==> src/rtl/video_mon_pkg.sv <==
// Shared types and constants for the video timing monitor.
package video_mon_pkg;

    typedef enum logic [1:0] {
        ACQ_H,
        ACQ_V,
        TRACK
    } vmon_state_t;

    localparam int ERR_W    = 4;
    localparam int ERR_HLEN = 0;
    localparam int ERR_HSW  = 1;
    localparam int ERR_VLEN = 2;
    localparam int ERR_VSW  = 3;

endpackage

==> src/rtl/vmon_pulse_meter.sv <==
// Sync pulse meter: edge detection on a sample strobe, saturating period and
// width counters advanced by a separate count strobe.
module vmon_pulse_meter #(
    parameter int   CNT_W = 12,
    parameter logic POL   = 1'b0
) (
    input  logic             clk,
    input  logic             resetn,
    input  logic             smp,
    input  logic             cnt_en,
    input  logic             sync,
    output logic             lead,
    output logic             trail,
    output logic [CNT_W-1:0] period,
    output logic [CNT_W-1:0] width
);

    logic             s;
    logic             act;
    logic             s_act;
    logic [CNT_W-1:0] per_cnt;
    logic [CNT_W-1:0] wid_cnt;

    assign act   = (sync == POL);
    assign s_act = (s == POL);
    assign lead  = smp && act && !s_act;
    assign trail = smp && !act && s_act;

    // A count strobe coinciding with the leading edge belongs to the period being closed.
    assign period = (cnt_en && !(&per_cnt)) ? per_cnt + 1'b1 : per_cnt;
    assign width  = wid_cnt;

    always_ff @(posedge clk) begin
        if (!resetn) begin
            s       <= ~POL;
            per_cnt <= '0;
            wid_cnt <= '0;
        end else if (smp) begin
            s <= sync;
            if (lead)
                per_cnt <= '0;
            else if (cnt_en && !(&per_cnt))
                per_cnt <= per_cnt + 1'b1;
            if (lead)
                wid_cnt <= cnt_en ? CNT_W'(1) : '0;
            else if (act && cnt_en && !(&wid_cnt))
                wid_cnt <= wid_cnt + 1'b1;
        end
    end

endmodule

==> src/rtl/video_timing_monitor.sv <==
// Measures line/frame timing and sync widths of a VGA-style stream, keeps a
// per-frame pixel checksum and flags deviations from the expected timing.
//
// state | meaning
// ACQ_H | waiting for first hsync leading edge, nothing latched
// ACQ_V | line measurements live, waiting for first vsync leading edge
// TRACK | all measurements live and checked, lock tracking active
module video_timing_monitor
    import video_mon_pkg::*;
#(
    parameter int   RGB_W       = 3,
    parameter int   PIX_DIV     = 2,
    parameter logic H_POL       = 1'b0,
    parameter logic V_POL       = 1'b0,
    parameter int   EXP_H_TOTAL = 800,
    parameter int   EXP_H_SYNC  = 96,
    parameter int   EXP_V_TOTAL = 525,
    parameter int   EXP_V_SYNC  = 2,
    parameter int   CNT_W       = 12,
    parameter int   CSUM_W      = 16,
    parameter int   FRAME_W     = 16,
    parameter int   LOCK_FRAMES = 2
) (
    input  logic               clk,
    input  logic               resetn,
    input  logic               hsync,
    input  logic               vsync,
    input  logic [RGB_W-1:0]   rgb,
    input  logic               clr_err,
    output logic [CNT_W-1:0]   line_len,
    output logic [CNT_W-1:0]   hs_width,
    output logic [CNT_W-1:0]   frame_lines,
    output logic [CNT_W-1:0]   vs_width,
    output logic [CSUM_W-1:0]  csum,
    output logic [FRAME_W-1:0] frame_cnt,
    output logic               frame_done,
    output logic [ERR_W-1:0]   err,
    output logic               locked
);

    localparam int DIV_W   = (PIX_DIV > 1) ? $clog2(PIX_DIV) : 1;
    localparam int CLEAN_W = (LOCK_FRAMES > 0) ? $clog2(LOCK_FRAMES + 1) : 1;

    logic [DIV_W-1:0]   div;
    logic               pe;
    logic               h_lead, h_trail, v_lead, v_trail;
    logic [CNT_W-1:0]   h_per, h_wid, v_per, v_wid;
    logic [CSUM_W-1:0]  acc;
    logic               syncs_idle;
    logic [ERR_W-1:0]   mism;
    logic [CLEAN_W-1:0] clean;
    logic               dirty;
    vmon_state_t        state;

    assign pe = (div == DIV_W'(PIX_DIV - 1));

    always_ff @(posedge clk) begin
        if (!resetn)
            div <= '0;
        else if (pe)
            div <= '0;
        else
            div <= div + 1'b1;
    end

    vmon_pulse_meter #(.CNT_W(CNT_W), .POL(H_POL)) u_hmeter (
        .clk    (clk),
        .resetn (resetn),
        .smp    (pe),
        .cnt_en (pe),
        .sync   (hsync),
        .lead   (h_lead),
        .trail  (h_trail),
        .period (h_per),
        .width  (h_wid)
    );

    // Vertical meter samples vsync per pixel but counts lines.
    vmon_pulse_meter #(.CNT_W(CNT_W), .POL(V_POL)) u_vmeter (
        .clk    (clk),
        .resetn (resetn),
        .smp    (pe),
        .cnt_en (h_lead),
        .sync   (vsync),
        .lead   (v_lead),
        .trail  (v_trail),
        .period (v_per),
        .width  (v_wid)
    );

    assign syncs_idle = (hsync != H_POL) && (vsync != V_POL);

    always_ff @(posedge clk) begin
        if (!resetn)
            acc <= '0;
        else if (pe) begin
            if (v_lead)
                acc <= '0;
            else if (syncs_idle)
                acc <= acc + CSUM_W'(rgb);
        end
    end

    always_comb begin
        mism = '0;
        if (state == TRACK) begin
            mism[ERR_HLEN] = h_lead  && (h_per != CNT_W'(EXP_H_TOTAL));
            mism[ERR_HSW]  = h_trail && (h_wid != CNT_W'(EXP_H_SYNC));
            mism[ERR_VLEN] = v_lead  && (v_per != CNT_W'(EXP_V_TOTAL));
            mism[ERR_VSW]  = v_trail && (v_wid != CNT_W'(EXP_V_SYNC));
        end
    end

    always_ff @(posedge clk) begin
        if (!resetn) begin
            state       <= ACQ_H;
            line_len    <= '0;
            hs_width    <= '0;
            frame_lines <= '0;
            vs_width    <= '0;
            csum        <= '0;
            frame_cnt   <= '0;
            frame_done  <= 1'b0;
            err         <= '0;
            locked      <= 1'b0;
            clean       <= '0;
            dirty       <= 1'b0;
        end else begin
            frame_done <= 1'b0;
            err        <= (clr_err ? '0 : err) | mism;
            case (state)
                ACQ_H: begin
                    if (h_lead)
                        state <= ACQ_V;
                end
                ACQ_V: begin
                    if (h_lead)
                        line_len <= h_per;
                    if (h_trail)
                        hs_width <= h_wid;
                    if (v_lead)
                        state <= TRACK;
                end
                TRACK: begin
                    if (h_lead)
                        line_len <= h_per;
                    if (h_trail)
                        hs_width <= h_wid;
                    if (v_trail)
                        vs_width <= v_wid;
                    if (v_lead) begin
                        frame_lines <= v_per;
                        csum        <= acc;
                        frame_cnt   <= frame_cnt + 1'b1;
                        frame_done  <= 1'b1;
                        if (!dirty && (mism == '0)) begin
                            if (int'(clean) < LOCK_FRAMES)
                                clean <= clean + 1'b1;
                            if (int'(clean) + 1 >= LOCK_FRAMES)
                                locked <= 1'b1;
                        end
                    end
                    // A mismatch on the boundary itself is charged to the frame that just closed.
                    if (v_lead)
                        dirty <= 1'b0;
                    else if (|mism)
                        dirty <= 1'b1;
                    if (|mism) begin
                        clean  <= '0;
                        locked <= 1'b0;
                    end
                end
                default: state <= ACQ_H;
            endcase
        end
    end

endmodule

==> config.mk <==
export PLATFORM = sky130hd
export DESIGN_NAME = video_timing_monitor
export DESIGN_NICKNAME = d
export VERILOG_FILES = /design/src/rtl/video_mon_pkg.sv /design/src/rtl/vmon_pulse_meter.sv /design/src/rtl/video_timing_monitor.sv
export SDC_FILE = /design/constraint.sdc
export NUM_CORES = 1
export LEC_CHECK = 0
export CAP_MARGIN = 5
export CELL_PAD_IN_SITES_DETAIL_PLACEMENT = 0
export CELL_PAD_IN_SITES_GLOBAL_PLACEMENT = 2
export CORE_AREA = 2 2 148 150
export DETAILED_ROUTE_END_ITERATION = 10
export DIE_AREA = 0 0 150 152
export GPL_TIMING_DRIVEN = 1
export PLACE_DENSITY = 0.82
export SLEW_MARGIN = 15
export SYNTH_ARGS = -nofsm -noshare
export SYNTH_HDL_FRONTEND = slang
export SYNTH_HIERARCHICAL = 1
export SYNTH_SLANG_ARGS = --single-unit
==> constraint.sdc <==
create_clock -name clk -period 7.05 [get_ports clk]
set_input_delay 1.41 -clock clk [delete_from_list [all_inputs] [get_ports clk]]
set_output_delay 1.41 -clock clk [all_outputs]
set_load 0.01 [all_outputs]
==> results of run 1 <==
==> layer usage <==
metal	global-route usage, %	up-vias
li1	-	3386
met1	25.1	3051
met2	27.7	110
met3	3.60	11
met4	4.63	0
met5	0	-
==> synth_stat cells, types with 11 or more instances <==
cell type | number | area (sq um)
xnor2_1 | 21 | 184
and3_1 | 20 | 125
a21oi_1 | 96 | 480
and2_1 | 11 | 68.8
nand4_1 | 25 | 156
nor3_1 | 18 | 90.1
xor2_1 | 25 | 219
nand3_1 | 19 | 95.1
nor2_1 | 64 | 240
nor4_1 | 14 | 87.6
clkbuf_1 | 35 | 131
mux2i_1 | 12 | 120
inv_1 | 25 | 93.8
nand2_1 | 191 | 717
ha_1 | 13 | 163
nand2b_1 | 16 | 100
or3_1 | 12 | 75.1
dfxtp_1 | 158 | 3160
a31oi_1 | 11 | 68.8
==> where the power goes <==
group	switching, W	total (W)	internal [W]
registers	0.0000110	0.000911	0.000900
clock network	0.000380	0.000905	0.000525
logic	0.0000732	0.000107	0.0000336
==> per-stage QoR <==
stage	utilization, %	total power, W	instance area [sq um]	hold slack [ps]	instances
2_1_floorplan	-	0.00101	7490	440	918
3_3_place_gp	40.4	0.00104	8620	443	1251
3_5_place_dp	40.4	0.00104	8620	447	1251
4_1_cts	43.1	0.00196	9200	457	1283
5_1_grt	43.1	0.00200	9200	466	1283
6_report	43.1	0.00192	9200	452	1283
==> critical path, delay by kind of cell <==
family          cells  cell delay, ps
simple gates        7            1730
compound gates      2             510
buf+inv             2             910
xor+xnor            1             160
==> final cells by class <==
| type | count | area, sq um |
|---|---|---|
| Clock buffer | 20 | 437 |
| Clock inverter | 12 | 136 |
| Fill cell | 2256 | 12200 |
| Inverter | 26 | 97.6 |
| Multi-Input combinational cell | 689 | 4040 |
| Sequential cell | 158 | 3160 |
| Tap cell | 280 | 350 |
| Timing Repair Buffer | 98 | 968 |
==> cell families after synthesis <==
kind of cell / Yosys count / synth area share [%]
mux: 18 / 2.50
buf+inv: 71 / 3.86
simple gates: 442 / 29.4
flops: 158 / 42.2
xor+xnor: 46 / 5.38
compound gates: 169 / 14.2
fa+ha+maj: 14 / 2.44
==> path summary, 6_finish.rpt <==
check | start | endpoint | slack [ps] | cells after the start
hold reg to reg | line_len[2] | line_len[2] | 450 | 2
hold / removal | line_len[2] | line_len[2] | 450 | 2
setup reg to reg | u_hmeter/per_cnt[0] | locked | 3500 | 8
setup / recovery | hsync | err[2] | 2640 | 12
==> metrics.md, run 1 <==
| Metric | Value |
|---|---|
| Slew Limit Fails | 0 |
| Most common cell after layout, fill and taps aside | nand2_1 |
| Async set or reset register ratio after synthesis | 0% |
| Arrival @ worst endpoint | approximately 4700 ps |
| Critical path, cell by cell | clkdlybuf4s50_1, nor2_1, nand2_1, inv_1, and3_1, and3_1, nor2b_1, nand2_1, xnor2_1, nor4b_1, a31oi_1, o21a_1 |
| Mean instance size in the synthesized netlist | 8.16 sq um |
| Cell variety after synth | 63 |
| Routed vias | roughly 6600 |
| Chip Width | 150 microns |
| Fin crit share | 62.5% |
| Routed wire length on met3 | 859 microns |
| Post-detailed-route count of antenna-violating nets | 0 |
| Required time at the endpoint of the critical path | 7360 ps |
| Total length of routed wires | 19.8 mm |
| RSZ-0062 raised after global routing | no |
| Minimum clock period | 4410 ps |
| Num rows | 54 |
| DR pass1 iterations | 4 |
| Crit path largest cell delay | 590 ps |
| Master cell of the clock root buffer | clkbuf_16 |
| Detailed-route DRC error count | 0 |
| Clock tree from TritonCTS | done |
| Worst min-delay path category | reg2reg |
| Synth Cell Area | 0.00749 sq mm |
| Highest metal layer used by the detailed router | met4 |
| Pin count of the biggest net entering global routing | 89 |
| Number of port buffers | 93 |
| Number of antenna violations at the first check in global routing | 0 |
| Status | complete, no violations |
| CTS-repair resized insts | 0 |
| Setup clock skew after layout | roughly 12 ps |
| Category of the worst setup path capture point | flop |
| Dominant register cell in the synthesized netlist | dfxtp_1 |
| Post-synth EDFFs | 0 |
| Buffers inserted during post-CTS setup optimization | 0 |
| Max-Cap Viols | 0 |
| Register bit count reported by yosys | 158 |
| Num CTS Buffers | 17 |
| Average wire length per cell after detail routing | ~15 microns |
| Vias in the first global route | 6400 |
| Synthesis-to-layout area growth | 22.7% |
| Startpoint-to-endpoint class of the critical path | in2reg |
| Starting utilization of the core area | a little over a third |
| Wire length of the first global-routing pass | about 33 mm |
| Overall die height | 152 microns |
| Warnings from Yosys | 6 |
| Grt ovf | 0 |
| Clock Sink Count | between 150 and 200 |
| Last weighted congestion value of the routability-driven placer | 0.805 |
| Wire length the detailed router placed on met1 | around 10 mm |
| Peak ir drop on the vdd network | 132 uV |
| Setup TNS | 0 ps |
| CTS clock-pin slew for the worst setup and hold paths | roughly 70 ps |
| Sequential-to-total area share from yosys stat | 42.2% |
| Layout cells sized above 1 | a little under 6% |
| Core region area | roughly 0.021 sq mm |
| Largest registers | acc x16, csum x16, frame_cnt x16 |
| Estimated wirelength of the detail-placed design | 13.7 mm |
| Static Leakage | 3.10 nW |
| Final Setup Violations | 0 |
| Cell with the largest stage delay on the worst path | clkdlybuf4s50_1 |
| Top library cells by usage in the layout, fill and taps aside | nand2_1, dfxtp_1, a21oi_1 |
| Worst Max-Slew Pin Slew | 967 ps |
| Routed vias/inst | slightly above 5 |
| Worst Path Max Fanout | 11 |
| Final net count | ~1000 |
| Buffer levels on the longest clock path | 2 |
| Total met2 wirelength after detailed routing | just under 9 mm |
| Count of boundary I/O pins | between 90 and 100 |
| Min setup slack post-route | 2640 ps |
| Slew headroom | 35.5% |
| Syn_nets | 940 |
| Clock latency reported for the late side of the worst-skew pair | roughly 420 ps |
| Number of H-tree levels | 4 |
| Max Clock Freq | 227 MHz |
| Starting DRT DRC Count | 334 |
| Post-CTS Hold Fix Bufs | 0 |
| Number of antenna diodes | 0 |
| Final hold violations | 0 |
| Type of origin of the critical path | input pin |
| Post-Syn Instances | 918 |
| Power per unit of standard cell area | 209 mW/mm^2 |
| Total Routing Usage GR | 17.8% |
| Area of the die | 0.0228 sq mm |
| Setup slack at placement | ~2200 ps |
No activity file was read; power rests on OpenSTA's default activity.
==> run 2, diff against run 1 <==
- CORE_AREA: 2 2 148 150 -> 2 2 162 164
- DIE_AREA: 0 0 150 152 -> 0 0 164 166
- PLACE_DENSITY: 0.82 -> 0.72
- clock period: 7.05 -> 3.84 ns (I/O delays scaled with it)
==> run 2 against run 1 <==
Against the previous run:
- clock skew about the same
- sequential share of layout area decreased by 0.55 points
- final cell count grew 5.1%
- die area up 19%
- register-to-register slack got worse by 3000 ps
- sequential cell count unchanged
- first-iteration DRC count shrank 3.0%
- critical endpoint is now clean[1]
==> metrics.md, run 2 (synthesis gave the netlist of run 1 again) <==
| Metric | Value |
|---|---|
| Status | complete, no violations (unchanged) |
| Internal Dissipation | 0.00268 W (was 0.00146 W) |
| Final hold violations | 0 (unchanged) |
| Arrival @ worst endpoint | 3710 ps (was 4720 ps) |
| Buffers inserted during post-CTS setup optimization | 0 (unchanged) |
| Num CTS Buffers | 17 (unchanged) |
| Total length of routed wires | 21.1 mm (was 19.8 mm) |
| Chip Width | 164 microns (was 150 microns) |
| Worst min-delay path category | reg2reg (unchanged) |
| Pin count of the biggest net entering global routing | 89 (unchanged) |
| R2R Setup Slk | 470 ps (was 3500 ps) |
| Number of filler instances in the final layout | 2684 (was 2256) |
| Clock latency reported for the late side of the worst-skew pair | 420 ps (about the same) |
| Wire length of the first global-routing pass | 34.7 mm (was 33.0 mm) |
| Master cell of the clock root buffer | clkbuf_16 (unchanged) |
| Critical path, cell by cell | ha_1, nand3_2, o41a_1, mux2_1, nor4b_1, a31oi_1, or4_1, nor3_1 (was clkdlybuf4s50_1, nor2_1, nand2_1, inv_1, and3_1, and3_1, nor2b_1, nand2_1, xnor2_1, nor4b_1, a31oi_1, o21a_1) |
| Starting DRT DRC Count | 324 (was 334) |
| Relative contribution of combinational cells to total power | 6.0% (was 5.6%) |
| Core region area | 0.0256 sq mm (was 0.0214 sq mm) |
| CTS clock-pin slew for the worst setup and hold paths | 60 ps (was 70 ps) |
| Number of antenna violations at the first check in global routing | 0 (unchanged) |
| Cell with the largest stage delay on the worst path | o41a_1 (was clkdlybuf4s50_1) |
| Placed inst area | 0.00877 sq mm (was 0.00862 sq mm) |
| Setup clock skew after layout | 11.8 ps (was 12.1 ps) |
| Number of antenna diodes | 0 (unchanged) |
| Peak ir drop on the vdd network | 254 uV (was 132 uV) |
| Post-detailed-route count of antenna-violating nets | 0 (unchanged) |
| Fraction of power spent switching nets | 24.6% (was 24.1%) |
| Largest registers | acc x16, csum x16, frame_cnt x16 (unchanged) |
| Routed vias | 6692 (was 6558) |
| Final net count | 1022 (was 1012) |
| Startpoint of the worst-slack reg-to-reg timing path | u_hmeter/per_cnt[0] (unchanged) |
| Number of port buffers | 93 (unchanged) |
| Post-route non-filler standard cell count | 1348 (was 1283) |
| Setup TNS | 0 ps (unchanged) |
| Hold depth | 2 (unchanged) |
| Net load switching power | 0.000874 W (was 0.000464 W) |
| Slew Limit Fails | 0 (unchanged) |
| Overall die height | 166 microns (was 152 microns) |
| Worst Path Max Fanout | 9 (was 11) |
| Cells on worst reg2reg path | 8 (unchanged) |
| Area of the die | 0.0272 sq mm (was 0.0228 sq mm) |
| Estimated wirelength of the detail-placed design | 15.0 mm (was 13.7 mm) |
| Static Leakage | 3.16 nW (was 3.10 nW) |
| Worst Max-Slew Pin Slew | 1010 ps (was 967 ps) |
| Crit path buffers/inverters | 0 (was 2) |
| Max-Cap Viols | 0 (unchanged) |
| Minimum clock period | 3370 ps |
| Reg-to-reg endpoint | clean[1] (was locked) |
| Clock Power Share | 47.0% (was 47.1%) |
| Power after layout | 0.00355 W (was 0.00192 W) |
| Clock tree from TritonCTS | done (unchanged) |
| Max Clock Freq | 297 MHz |
| Power per unit of standard cell area | 380 mW/mm^2 (was 209 mW/mm^2) |
| Vias in the first global route | 6431 (was 6400) |
| Post-layout instance area | 0.00934 sq mm (was 0.00920 sq mm) |
| Last weighted congestion value of the routability-driven placer | 0.787 (was 0.805) |
| Routed vias/inst | 4.96 (was 5.11) |
| Post-CTS Hold Fix Bufs | 0 (unchanged) |
| Cell type group with the largest total delay on the critical path | simple AND/OR/NAND/NOR gates (unchanged) |
| Required time at the endpoint of the critical path | 4180 ps (was 7360 ps) |
| Buffer levels on the longest clock path | 2 (unchanged) |
| Layout cells sized above 1 | 6.91% (was 5.88%) |
| Type of origin of the critical path | flop (was input pin) |
| Fin crit share | between 80% and 90% |
| Top library cells by usage in the layout, fill and taps aside | nand2_1, dfxtp_1, a21oi_1 (unchanged) |
| Startpoint-to-endpoint class of the critical path | reg2reg (was in2reg) |
| Grt ovf | 0 (unchanged) |
| Share of total power in sequential cells | 47.0% (was 47.4%) |
| Category of the worst setup path capture point | flop (unchanged) |
| Total Routing Usage GR | 15.8% (was 17.8%) |
| DR pass1 iterations | 4 (unchanged) |
| Detailed-route DRC error count | 0 (unchanged) |
| CTS-repair resized insts | 0 (unchanged) |
| Clock Sink Count | 158 (unchanged) |
| Slew headroom | 32.7% (was 35.5%) |
| Average wire length per cell after detail routing | 15.7 microns (was 15.5 microns) |
| Crit path largest cell delay | 590 ps (about the same) |
| Final Setup Violations | 0 (unchanged) |
| Count of boundary I/O pins | 94 (unchanged) |
| Startpoint of the worst hold path | vs_width[6] (was line_len[2]) |
| RSZ-0062 raised after global routing | no (unchanged) |
| Cell count after placement | 1316 (was 1251) |
| End point of the worst hold path | vs_width[6] (was line_len[2]) |
| Most common cell after layout, fill and taps aside | nand2_1 (unchanged) |
| Num rows | 59 (was 54) |
| Number of H-tree levels | 4 (unchanged) |
| Synthesis-to-layout area growth | 24.7% (was 22.7%) |
| Starting utilization of the core area | 29.3% (was 35.1%) |
-- run 2: per-stage QoR --
step	setup WS, ps	hold WS (ps)	utilization (%)
final	468	453	36.5
after global routing	278	472	36.5
after CTS	480	458	36.5
after detailed placement	284	449	34.2
after global placement	293	444	34.2
after floorplan	932	440	-
-- run 2: area by class of cell --
type,instances,area [sq um],share of cell area [%]
multi-input cells,689,4040,43.3
flip-flops and latches,158,3160,33.9
repair buffers,108,1040,11.2
clock buffers,22,474,5.07
well taps,335,419,4.49
clock inverters,10,104,1.11
inverters,26,97.6,1.04
-- run 2: layer usage --
| layer | track usage [%] | vias up | share of wire, % |
|---|---|---|---|
| li1 | - | 3408 | - |
| met1 | 22.1 | 3155 | 50 |
| met2 | 25.0 | 114 | 46 |
| met3 | 2.87 | 15 | 3.0 |
| met4 | 4.35 | 0 | 1.1 |
| met5 | 0 | - | 0 |
-- run 2: worst min-delay path, stage by stage, from the launching register on --
cell and delay [ps]:
dfxtp_1 310, nand2_1 50, a21oi_1 50
-- run 2: power groups by stage --
| stage | Combinational [W] | Clock, W | Sequential (W) |
|---|---|---|---|
| final | 0.000213 | 0.00167 | 0.00167 |
| after global routing | 0.000238 | 0.00180 | 0.00167 |
| after CTS | 0.000216 | 0.00173 | 0.00167 |
| after detailed placement | 0.000215 | 0 | 0.00171 |
| after global placement | 0.000215 | 0 | 0.00171 |
| after floorplan | 0.000143 | 0 | 0.00170 |
-- run 2: worst max-delay path by stage --
stage	from	to	slack, ps	cells after the start
floorplan	hsync	err[2]	930	10
global placement	hsync	err[2]	290	12
detailed placement	hsync	err[2]	280	12
CTS	u_hmeter/per_cnt[0]	clean[1]	480	8
global route	u_hmeter/per_cnt[0]	clean[1]	280	8
finish	u_hmeter/per_cnt[0]	clean[1]	470	8
==> run 3, diff against run 2 <==
--- a/config.mk
+++ b/config.mk
@@ -10,7 +10,8 @@
 export CELL_PAD_IN_SITES_GLOBAL_PLACEMENT = 2
-export CORE_AREA = 2 2 162 164
+export CORE_AREA = 2 2 159 161
+export CTS_BUF_LIST = sky130_fd_sc_hd__clkbuf_8
 export DETAILED_ROUTE_END_ITERATION = 10
-export DIE_AREA = 0 0 164 166
+export DIE_AREA = 0 0 161 163
 export GPL_TIMING_DRIVEN = 1
-export PLACE_DENSITY = 0.72
+export PLACE_DENSITY = 0.75
 export SLEW_MARGIN = 15
@@ -20 +21,2 @@
 export SYNTH_SLANG_ARGS = --single-unit
+export TNS_END_PERCENT = 100
==> constraint.sdc (replaced) <==
create_clock -name clk -period 3.84 [get_ports clk]
set_input_delay 1.152 -clock clk [delete_from_list [all_inputs] [get_ports clk]]
set_output_delay 1.152 -clock clk [all_outputs]
set_load 0.01 [all_outputs]
==> run 3 against run 2 <==
Against the previous run:
- sequential power barely moved
- total power fell by 14%
- combinational power rose by 2%
- non-clock buffer count rose by 15
- die area fell by 3.6%
- critical path depth rose by 1
- via count rose by 0.79%
- hold slack improved by 4.9 ps
- sequential share of layout area rose by 0.41 points
- wire length rose by 0.71%
- clock skew rose by 4.8 ps
- critical endpoint is now locked
==> metrics.md, run 3 (synthesis gave the netlist of run 1 again) <==
| Metric | Value |
|---|---|
| Worst Hold Margin | 458 ps (was 453 ps) |
| Worst min-delay path category | reg2reg (unchanged) |
| Worst Max-Slew Pin Slew | 971 ps (was 1010 ps) |
| Num CTS Buffers | 17 (unchanged) |
| Buffer levels on the longest clock path | 2 (unchanged) |
| Critical path, cell by cell | ha_1, nand3_2, or3_1, nor3_1, xor2_1, nor4b_1, a31oi_1, or4_1, nor3_1 (was ha_1, nand3_2, o41a_1, mux2_1, nor4b_1, a31oi_1, or4_1, nor3_1) |
| CTS clock-pin slew for the worst setup and hold paths | 90 ps (was 60 ps) |
| Number of H-tree levels | 4 (unchanged) |
| Starting utilization of the core area | 30.4% (was 29.3%) |
| Max-Cap Viols | 0 (unchanged) |
| Wire length of the first global-routing pass | 34.5 mm (was 34.7 mm) |
| Placed inst area | 0.00887 sq mm (was 0.00877 sq mm) |
| Synthesis-to-layout area growth | 23.2% (was 24.7%) |
| Most numerous cell on the critical path | nor3_1 |
| Number of port buffers | 93 (unchanged) |
| Status | complete, no violations (unchanged) |
| Grt ovf | 0 (unchanged) |
| Final Setup Violations | 0 (unchanged) |
| Slew headroom | 35.3% (was 32.7%) |
| Static Leakage | 3.14 nW (was 3.16 nW) |
| Minimum clock period | 3410 ps (was 3370 ps) |
| Setup TNS | 0 ps (unchanged) |
| Routed vias/inst | 4.96 (about the same) |
| Number of antenna violations at the first check in global routing | 1 (was 0) |
| Peak ir drop on the vdd network | 158 uV (was 254 uV) |
| Layout cells sized above 1 | 8.46% (was 6.91%) |
| Startpoint-to-endpoint class of the critical path | reg2reg (unchanged) |
| Pin count of the biggest net entering global routing | 89 (unchanged) |
| Largest registers | acc x16, csum x16, frame_cnt x16 (unchanged) |
| Top library cells by usage in the layout, fill and taps aside | nand2_1, dfxtp_1, a21oi_1 (unchanged) |
| Overall die height | 163 microns (was 166 microns) |
| Vias in the first global route | 6402 (was 6431) |
| Average wire length per cell after detail routing | 15.6 microns (was 15.7 microns) |
| Max Clock Freq | 294 MHz (was 297 MHz) |
| Area of the die | 0.0262 sq mm (was 0.0272 sq mm) |
| Type of origin of the critical path | flop (unchanged) |
| Count of boundary I/O pins | 94 (unchanged) |
| Clock latency reported for the late side of the worst-skew pair | 460 ps (was 420 ps) |
| Crit path largest cell delay | 640 ps (was 590 ps) |
| Post-layout instance area | 0.00923 sq mm (was 0.00934 sq mm) |
| Estimated wirelength of the detail-placed design | 15.1 mm (was 15.0 mm) |
| Last weighted congestion value of the routability-driven placer | 0.807 (was 0.787) |
| Post-detailed-route count of antenna-violating nets | 0 (unchanged) |
| Clock Sink Count | 158 (unchanged) |
| Slew Limit Fails | 0 (unchanged) |
| Category of the worst setup path capture point | flop (unchanged) |
| Hold depth | 2 (unchanged) |
| Levels on crit path | 9 (was 8) |
| Chip Width | 161 microns (was 164 microns) |
| CTS-repair resized insts | 0 (unchanged) |
| DR pass1 iterations | 5 (was 4) |
| Core region area | 0.0247 sq mm (was 0.0256 sq mm) |
| Setup clock skew after layout | 16.6 ps (was 11.8 ps) |
| Fin crit share | 88.7% (was 87.8%) |
| Arrival @ worst endpoint | 3780 ps (was 3710 ps) |
| Worst Path Max Fanout | 5 (was 9) |
| Final hold violations | 0 (unchanged) |
| Total Routing Usage GR | 16.3% (was 15.8%) |
| Starting DRT DRC Count | 373 (was 324) |
| Required time at the endpoint of the critical path | 4220 ps (was 4180 ps) |
| Final net count | 1037 (was 1022) |
| Routed vias | 6745 (was 6692) |
| Power per unit of standard cell area | 330 mW/mm^2 (was 380 mW/mm^2) |
| Most common cell after layout, fill and taps aside | nand2_1 (unchanged) |
| Num rows | 58 (was 59) |
| Crit path buffers/inverters | 0 (unchanged) |
| RSZ-0062 raised after global routing | no (unchanged) |
| Cell type group with the largest total delay on the critical path | simple AND/OR/NAND/NOR gates (unchanged) |
| Clock tree from TritonCTS | done (unchanged) |
| Cell with the largest stage delay on the worst path | or4_1 (was o41a_1) |
| Total length of routed wires | 21.3 mm (was 21.1 mm) |
| Buffers inserted during post-CTS setup optimization | 0 (unchanged) |
| Post-CTS Hold Fix Bufs | 0 (unchanged) |
| Detailed-route DRC error count | 0 (unchanged) |
| Master cell of the clock root buffer | clkbuf_8 (was clkbuf_16) |
| Cells on worst reg2reg path | 9 (was 8) |
-- run 3: cell types whose count changed in the layout (fill, tap and decap cells not counted), sizes merged --
| cell | change |
|---|---|
| clkbuf | -4 |
| diode | +1 |
| buf | +15 |
| inv | +2 |
| bufinv | -1 |
| clkinv | +3 |
-- run 3: worst paths after layout --
kind	start	to	slack, ps
hold / removal	vs_width[0]	vs_width[0]	460
hold reg to reg	vs_width[0]	vs_width[0]	460
setup / recovery	u_hmeter/per_cnt[1]	locked	430
setup reg to reg	u_hmeter/per_cnt[1]	locked	430
-- run 3: layer usage --
layer | wire, microns | GRT usage, %
met1 | 11000 | 23.1
met2 | 9380 | 25.0
met3 | 633 | 3.39
met4 | 282 | 4.55
met5 | 0 | 0
-- run 3: layout make-up --
| type | instances | area, sq um |
|---|---|---|
| well taps | 330 | 413 |
| fillers | 2605 | 15400 |
| inverters | 26 | 97.6 |
| flip-flops and latches | 158 | 3160 |
| clock inverters | 14 | 109 |
| diodes | 1 | 2.50 |
| multi-input cells | 689 | 4040 |
| clock buffers | 18 | 248 |
| repair buffers | 123 | 1160 |
-- run 3: worst register-to-register path: stages, from the launching register on --
cell and delay (ps):
dfxtp_1 430, ha_1 260, nand3_2 150, or3_1 430
nor3_1 270, xor2_1 260, nor4b_1 440, a31oi_1 230
or4_1 640, nor3_1 220
-- run 3: stage by stage --
| step | instances | utilization (%) | power, W | setup WS, ps |
|---|---|---|---|---|
| after floorplan | 918 | - | 0.00185 | 548 |
| after global placement | 1326 | 36.0 | 0.00192 | 67.4 |
| after detailed placement | 1326 | 36.0 | 0.00192 | 34.8 |
| after CTS | 1358 | 37.4 | 0.00310 | 477 |
| after global routing | 1358 | 37.4 | 0.00320 | 255 |
| final | 1359 | 37.4 | 0.00305 | 434 |
-- run 3: power by group --
| group | internal, W | total, W | switching, W |
|---|---|---|---|
| combinational | 0.0000717 | 0.000218 | 0.000146 |
| sequential | 0.00165 | 0.00167 | 0.0000160 |
| clock | 0.000477 | 0.00117 | 0.000689 |
| total | 0.00220 | 0.00305 | 0.000851 |
